--- src/rtl/writeback_stage.sv ---
// writeback_stage: registered writeback for the NAND CPU pipeline.
// Captures one instruction's writeback controls and ALU result, optionally
// waits for a memory read (bounded by MEM_TIMEOUT), then issues a one-cycle
// commit to the register file and ps register.
// Ports:
//   clk, rst                       clock, synchronous active-high reset
//   in_valid / in_ready            upstream handshake (ready only in IDLE)
//   in_use_rw, in_rw_addr          destination register controls
//   in_mem_access, in_write_ps     result source and ps-write flag
//   in_alu_data                    ALU result
//   mem_rvalid, mem_rdata          memory read response
//   flush                          kill in-flight or incoming instruction
//   wb_*                           commit pulse and controls (zero when idle)
//   pend_valid, pend_addr          in-flight destination for hazard logic
//   mem_timeout                    one-cycle abort pulse
module writeback_stage #(
    parameter int DATA_W      = 16,
    parameter int RW_ADDR_W   = 4,
    parameter int PS_BIT      = 0,
    parameter int MEM_TIMEOUT = 15
) (
    input  logic                 clk,
    input  logic                 rst,
    input  logic                 in_valid,
    output logic                 in_ready,
    input  logic                 in_use_rw,
    input  logic [RW_ADDR_W-1:0] in_rw_addr,
    input  logic                 in_mem_access,
    input  logic                 in_write_ps,
    input  logic [DATA_W-1:0]    in_alu_data,
    input  logic                 mem_rvalid,
    input  logic [DATA_W-1:0]    mem_rdata,
    input  logic                 flush,
    output logic                 wb_valid,
    output logic                 wb_use_rw,
    output logic                 wb_write_ps,
    output logic                 wb_ps,
    output logic [RW_ADDR_W-1:0] wb_rw_addr,
    output logic [DATA_W-1:0]    wb_data,
    output logic                 pend_valid,
    output logic [RW_ADDR_W-1:0] pend_addr,
    output logic                 mem_timeout
);
    localparam int CNT_W = $clog2(MEM_TIMEOUT + 1);

    typedef enum logic {IDLE, WAIT_MEM} state_t;

    state_t               r_state;
    logic [CNT_W-1:0]     r_cnt;
    logic                 r_use_rw;
    logic [RW_ADDR_W-1:0] r_rw_addr;
    logic                 r_mem;
    logic                 r_write_ps;
    logic [DATA_W-1:0]    r_alu;
    logic [DATA_W-1:0]    r_rdata;
    logic                 r_wb_valid;
    logic                 r_timeout;
    logic                 w_accept;

    assign in_ready = (r_state == IDLE);
    assign w_accept = in_valid & in_ready & ~flush;

    always_ff @(posedge clk) begin
        if (rst) begin
            r_state    <= IDLE;
            r_cnt      <= '0;
            r_use_rw   <= 1'b0;
            r_rw_addr  <= '0;
            r_mem      <= 1'b0;
            r_write_ps <= 1'b0;
            r_alu      <= '0;
            r_rdata    <= '0;
            r_wb_valid <= 1'b0;
            r_timeout  <= 1'b0;
        end else begin
            r_wb_valid <= 1'b0;
            r_timeout  <= 1'b0;
            if (r_state == IDLE) begin
                if (w_accept) begin
                    r_use_rw   <= in_use_rw;
                    r_rw_addr  <= in_rw_addr;
                    r_mem      <= in_mem_access;
                    r_write_ps <= in_write_ps;
                    r_alu      <= in_alu_data;
                    if (in_mem_access) begin
                        r_state <= WAIT_MEM;
                        r_cnt   <= '0;
                    end else begin
                        r_wb_valid <= 1'b1;
                    end
                end
            end else if (flush) begin
                r_state <= IDLE;
            end else if (mem_rvalid) begin
                r_rdata    <= mem_rdata;
                r_wb_valid <= 1'b1;
                r_state    <= IDLE;
            end else if (r_cnt == CNT_W'(MEM_TIMEOUT - 1)) begin
                // the increment that would reach MEM_TIMEOUT aborts the read instead
                r_timeout <= 1'b1;
                r_state   <= IDLE;
            end else begin
                r_cnt <= r_cnt + CNT_W'(1);
            end
        end
    end

    // latched fields stay stable through the commit cycle; a new accept only
    // overwrites them at the end of that cycle
    assign wb_valid    = r_wb_valid;
    assign wb_use_rw   = r_wb_valid & r_use_rw;
    assign wb_write_ps = r_wb_valid & r_write_ps;
    assign wb_ps       = r_wb_valid & r_alu[PS_BIT];
    assign wb_rw_addr  = r_wb_valid ? r_rw_addr : '0;
    assign wb_data     = r_wb_valid ? (r_mem ? r_rdata : r_alu) : '0;
    assign pend_valid  = r_use_rw & ((r_state == WAIT_MEM) | r_wb_valid);
    assign pend_addr   = pend_valid ? r_rw_addr : '0;
    assign mem_timeout = r_timeout;
endmodule
--- config.mk ---
export PLATFORM = sky130hd
export DESIGN_NAME = writeback_stage
export DESIGN_NICKNAME = d
export VERILOG_FILES = /design/src/rtl/writeback_stage.sv
export SDC_FILE = /design/constraint.sdc
export NUM_CORES = 1
export LEC_CHECK = 0
export ABC_CLOCK_PERIOD_IN_PS = 1350
export CELL_PAD_IN_SITES_DETAIL_PLACEMENT = 1
export CELL_PAD_IN_SITES_GLOBAL_PLACEMENT = 2
export CORE_ASPECT_RATIO = 1.4
export CORE_MARGIN = 5
export CORE_UTILIZATION = 22
export DETAILED_ROUTE_END_ITERATION = 8
export PLACE_DENSITY = 0.87
export SLEW_MARGIN = 20
export SYNTH_ARGS = -nofsm -noshare
export SYNTH_HDL_FRONTEND = slang
export SYNTH_SLANG_ARGS = --single-unit
--- constraint.sdc ---
create_clock -name clk -period 1.35 [get_ports clk]
set_input_delay 0.2025 -clock clk [delete_from_list [all_inputs] [get_ports clk]]
set_output_delay 0.2025 -clock clk [all_outputs]
set_load 0.02 [all_outputs]
Yosys cells after proc, flatten, opt, wreduce, memory -nomap -nowiden:

Index checks and enable logic that the tools add are counted.

* input bits: 44
* flip-flop bits (word level): 46
* output and inout bits: 31
* logic and storage cells: 52

* equal/unequal tests: 4
* reduce and logical (&&, ||, !) cells: 6
* add/subtract/negate cells: 1
* muxes and demuxes: 22
* bitwise logic cells: 9

Operators with widths (count)
* two-way mux 16 bit: 2
* two-way mux 4 bit: 8
* two-way mux 1 bit: 12
* bitwise AND 1 bit: 6
* inequality test 2 bit, second input constant: 3
* AND reduction 5 bit: 1
* adder 4 x 1 -> 4 bit, second input constant: 1
* equality test 4 bit, second input constant: 1
* nonzero test 2 bit: 2
* OR reduction 4 bit: 1
* AND reduction 3 bit: 1
* inverter 1 bit: 2
* AND reduction 2 bit: 1
* bitwise OR 1 bit: 1

Logic depth before layout (Yosys ltp):

* word-level depth: 5
* mapped depth: 6

Worst setup path after synthesis:

No wires, ideal clock.

* path kind: register to register
* start point: reg r_state
* end point: reg r_mem
* arrival: 1295 ps
* data required time: 1218 ps
* cell stages (with the launch flop): 7
* path slack: -77 ps
* buffers on the path: 3
* clock period less this slack: 1427 ps
* cells stage by stage: dfxtp_1 buf_4 or3b_2 clkbuf_1 buf_2 nand2_1 a21oi_1

* cells in the longest elaborated chain, start to end: 4

RTL lines
* start, declared: RTL line 48 `state_t r_state;`
* start signal, assigned: RTL line 65 `r_state <= IDLE;`
* start signal, assigned: RTL line 86 `r_state <= WAIT_MEM;`
* start signal, assigned: RTL line 93 `r_state <= IDLE;`
* inverter 1 bit (no line) (*)
* bitwise AND 1 bit (2 in a row): RTL line 61 `assign w_accept = in_valid & in_ready & ~flush;`
* AND reduction 2 bit (no line) (*)
* end signal, assigned: RTL line 82 `r_mem <= in_mem_access;`
* end, declared: RTL line 52 `logic r_mem;`

Every way passes the cells marked *; elsewhere a longest branch is shown, timed or not.
A chain may end at the register's enable or synchronous reset.

Worst setup path in the final report:

* start point: reg r_mem
* end point: out wb_data[1]

* cells in the longest elaborated chain, start to end: 2

RTL lines
* two-way mux 16 bit (2 in a row): RTL line 115 `assign wb_data = r_wb_valid ? (r_mem ? r_rdata : r_alu) : '0;`
* end, declared: RTL line 39 `output logic [DATA_W-1:0] wb_data,`

No other way between the ends.

==> summary.md <==
| Metric | Value |
|---|---|
| Final hold slack | 0.232 ns |
| Ratio of cells with drive above 1 in the final layout | 39.1% |
| Maximum capacitance violations | 0 |
| Post-Synthesis Cell Area | 0.00206 mm2 |
| Die H | 124 um |
| Number of cells on the critical path | 4 |
| Fin nets | 396 |
| Comb pwr share | 16.3% |
| Placement Setup Slack | -0.374 ns |
| RSZ-0062 raised after global routing | true |
| Class of the most critical hold timing path | input port to register |
| Reg clk slew, reported paths | 0.06 ns |
| Die ar. | 0.0114 mm2 |
| Sequential fraction of design power | 46.3% |
| Slowest cell on the critical path | dfxtp_4 |
| H-tree levels | 2 |
| Cell-internal power | 0.00234 W |
| Met2 usage | 22.8% |
| Worst-Margin Slew | 0.252 ns |
| Total count of hold-check failures in the final report | 0 |
| Number of cells traversed by the worst register-to-register path | 5 |
| Weighted congestion at the end of routability-driven global placement | 0.740 |
| Number of global-route vias before repair | 2220 |
| Kind of launch point of the worst setup path | register |
| Worst path buffer plus inverter count | 2 |
| Cell variety after synth | 29 |
| Parity-gate share of the synthesized area counting xor and xnor cells | 0% |
| Critical path, cell by cell | buf_12 -> mux2i_1 -> nor2b_1 -> buf_2 |
| Fraction of the mapped netlist area in simple logic gates | 28.5% |
| Vias per cell | 4.60 |
| Final standard cell area without fillers | 0.00365 mm2 |
| Total count of max-transition violations in the final report | 0 |
| Relative contribution of the clock network to total power | 37.4% |
| Syn avg cell area | 7.94 um2 |
| DR pass1 iterations | 4 |
| Fraction of the mapped netlist area in compound gates | 13.2% |
| Final min period | 1.46 ns |
| Antenna Violating Nets Remaining | 0 |
| Failing checks | negative setup slack |
| WHS Path Cells | 2 |
| Flip-flop and latch count after synthesis | 46 |
| Total track usage | 12.6% |
| Met3 Resource Use GR | 2.60% |
| Final setup violation count | 28 |
| Initial core utilization | 22.6% |
| HPWL after detailed placement | 4880 um |
| Clock insertion delay at the later pin of the skew report | 0.28 ns |
| TritonCTS Buffers | 5 |
| # port buffers | 74 |
| Total negative slack for setup checks | -1.58 ns |
| Yosys warning total | 0 |
| Share of the yosys chip area belonging to registers | 44.8% |
| Largest net degree at the start of global routing | 27 |
| Adder and majority gate portion of the synthesized area | 1.22% |
| Core region area | 0.00908 mm2 |
| Root buffer cell | clkbuf_16 |
| Highest fanout seen on the critical path | 8 |
| Critical Path RT | 1.15 ns |
| N_diodes | 0 |
| Switching power of the nets | 0.000724 W |
| Initial antenna violation count | 0 |
| Most frequent cells in the layout | nand2_1 (57), dfxtp_1 (43), clkdlybuf4s50_1 (42), a21oi_1 (22), a21oi_2 (21) |
| Share of the clock period used by the worst path after layout | 108% |
| Skew final | 0.00550 ns |
| CTS tree | built |
| Sinks on the clock net | 46 |
| Total via count in the routed design | 2100 |
| Area grow syn2layout | 77.5% |
| Critical path class | register to primary output |
| Placed Area | 0.00311 mm2 |
| F_max | 684 MHz |
| Most utilized layer in the global route result | met2 |
| Critical Path Max Stage Delay | 0.38 ns |
| Syn Inst Count | 259 |
| Total power divided by cell area | 841 mW/mm2 |
| Most common cell after layout, fill and taps aside | nand2_1 |
| GR Overflow Total | 0 |
| Count of standard-cell rows | 41 |
| Run status | complete, but fails checks |
| Synthesized Nets | 305 |
| Critical path arrival | 1.26 ns |
| Worst Slack Setup Final | -0.112 ns |
| Wire length of the first global-routing pass | 11600 um |
| Drt wl/cell | 16.0 um |
| Category of the worst setup path capture point | primary output |
| Normalized max-slew margin | 83.0% |
| Fraction of power spent switching nets | 23.6% |
| Top Ports | 75 |
| Met1 Use GR | 15.4% |
| Critical path's top delay family | flip-flops |
| DRC marker count from the first detailed-route iteration | 51 |
| X dimension of the die | 91.7 um |
| Final wirelength | 7300 um |
| Worst vdd ir | 503 uV |
| Max Root-Sink Buffers | 2 |
| DRC errors left | 0 |
| Reported leakage power | 1.38 nW |
| Combinational family with the most area after synthesis | simple AND/OR/NAND/NOR gates |
| Multiplexer fraction of the synthesized cell area | 7.79% |
[cell usage after synthesis]
cell type | number | share of area (%)
a21oi_1 | 43 | 10
a31oi_1 | 1 | 0.30
and2_1 | 11 | 3.3
and3_1 | 1 | 0.30
and3b_1 | 1 | 0.43
buf_2 | 7 | 1.7
buf_4 | 1 | 0.37
clkbuf_1 | 10 | 1.8
clkbuf_2 | 1 | 0.24
dfxtp_1 | 46 | 45
ha_1 | 2 | 1.2
inv_1 | 2 | 0.37
mux2i_1 | 16 | 7.8
nand2_1 | 78 | 14
nand3_1 | 3 | 0.73
nand3b_1 | 1 | 0.37
nand4_1 | 1 | 0.30
nand4bb_1 | 1 | 0.55
nor2_1 | 1 | 0.18
nor2b_1 | 17 | 5.2
nor3_1 | 1 | 0.24
nor3b_1 | 2 | 0.73
nor4b_1 | 1 | 0.43
o211ai_1 | 4 | 1.5
o21a_1 | 2 | 0.73
o21ai_0 | 1 | 0.24
or3_1 | 2 | 0.61
or3b_1 | 1 | 0.43
or3b_2 | 1 | 0.43
[sequential cells by signal, summed over array words and instances, names as in the netlist, 4 cells and up]
signal     cells
r_alu         16
r_rdata       16
r_cnt          4
r_rw_addr      4
[worst paths after layout]
path | startpoint | endpoint | slack (ns)
worst max register to register | r_state | r_cnt[3] | -0.05
worst min register to register | r_rdata[12] | r_rdata[12] | 0.46
worst min-delay path | rst | r_cnt[1] | 0.23
worst max-delay path | r_mem | wb_data[1] | -0.11
[area by class of cell]
type | instances | area, um2
Timing Repair Buffer | 103 | 1070
Fill cell | 1030 | 5430
Tap cell | 107 | 134
Multi-Input combinational cell | 192 | 1370
Inverter | 2 | 7.51
Sequential cell | 46 | 930
Clock buffer | 5 | 125
Clock inverter | 2 | 10.0
[repair_timing]
action                     CTS  global route
pin swaps                    9            39
setup endpoints to repair   38            48
hold buffers                 0             0
gates cloned                 3             1
buffers inserted             3             1
resized for setup          175            67
[power groups by stage]
stage	sequential (W)	combinational [W]	clock, W
finish	0.00142	0.000501	0.00115
global route	0.00143	0.000537	0.00126
detailed placement	0.00145	0.000373	0
CTS	0.00142	0.000436	0.00121
global placement	0.00145	0.000370	0
floorplan	0.00144	0.000153	0
[logic make-up (layout without fill, tap and decap cells)]
| family | count (synthesis) | after routing |
|---|---|---|
| compound gates | 51 | 51 |
| fa+ha+maj | 2 | 2 |
| buf+inv | 21 | 112 |
| flops | 46 | 46 |
| mux | 16 | 16 |
| simple gates | 123 | 123 |
[routing by layer]
| metal | share of wire, % | wire [um] |
|---|---|---|
| met5 | 0 | 0 |
| met4 | 0.29 | 21 |
| met2 | 55 | 4020 |
| met1 | 41 | 2980 |
| met3 | 3.8 | 274 |
[metrics by stage]
step / instances / util [%] / power (W)
6_report: 457 / 40.2 / 0.00307
5_1_grt: 457 / 40.2 / 0.00322
4_1_cts: 456 / 37.4 / 0.00306
3_5_place_dp: 443 / 34.3 / 0.00182
3_3_place_gp: 443 / 34.3 / 0.00182
2_1_floorplan: 259 / - / 0.00159
Note: power is estimated with default switching activity, not from simulation.
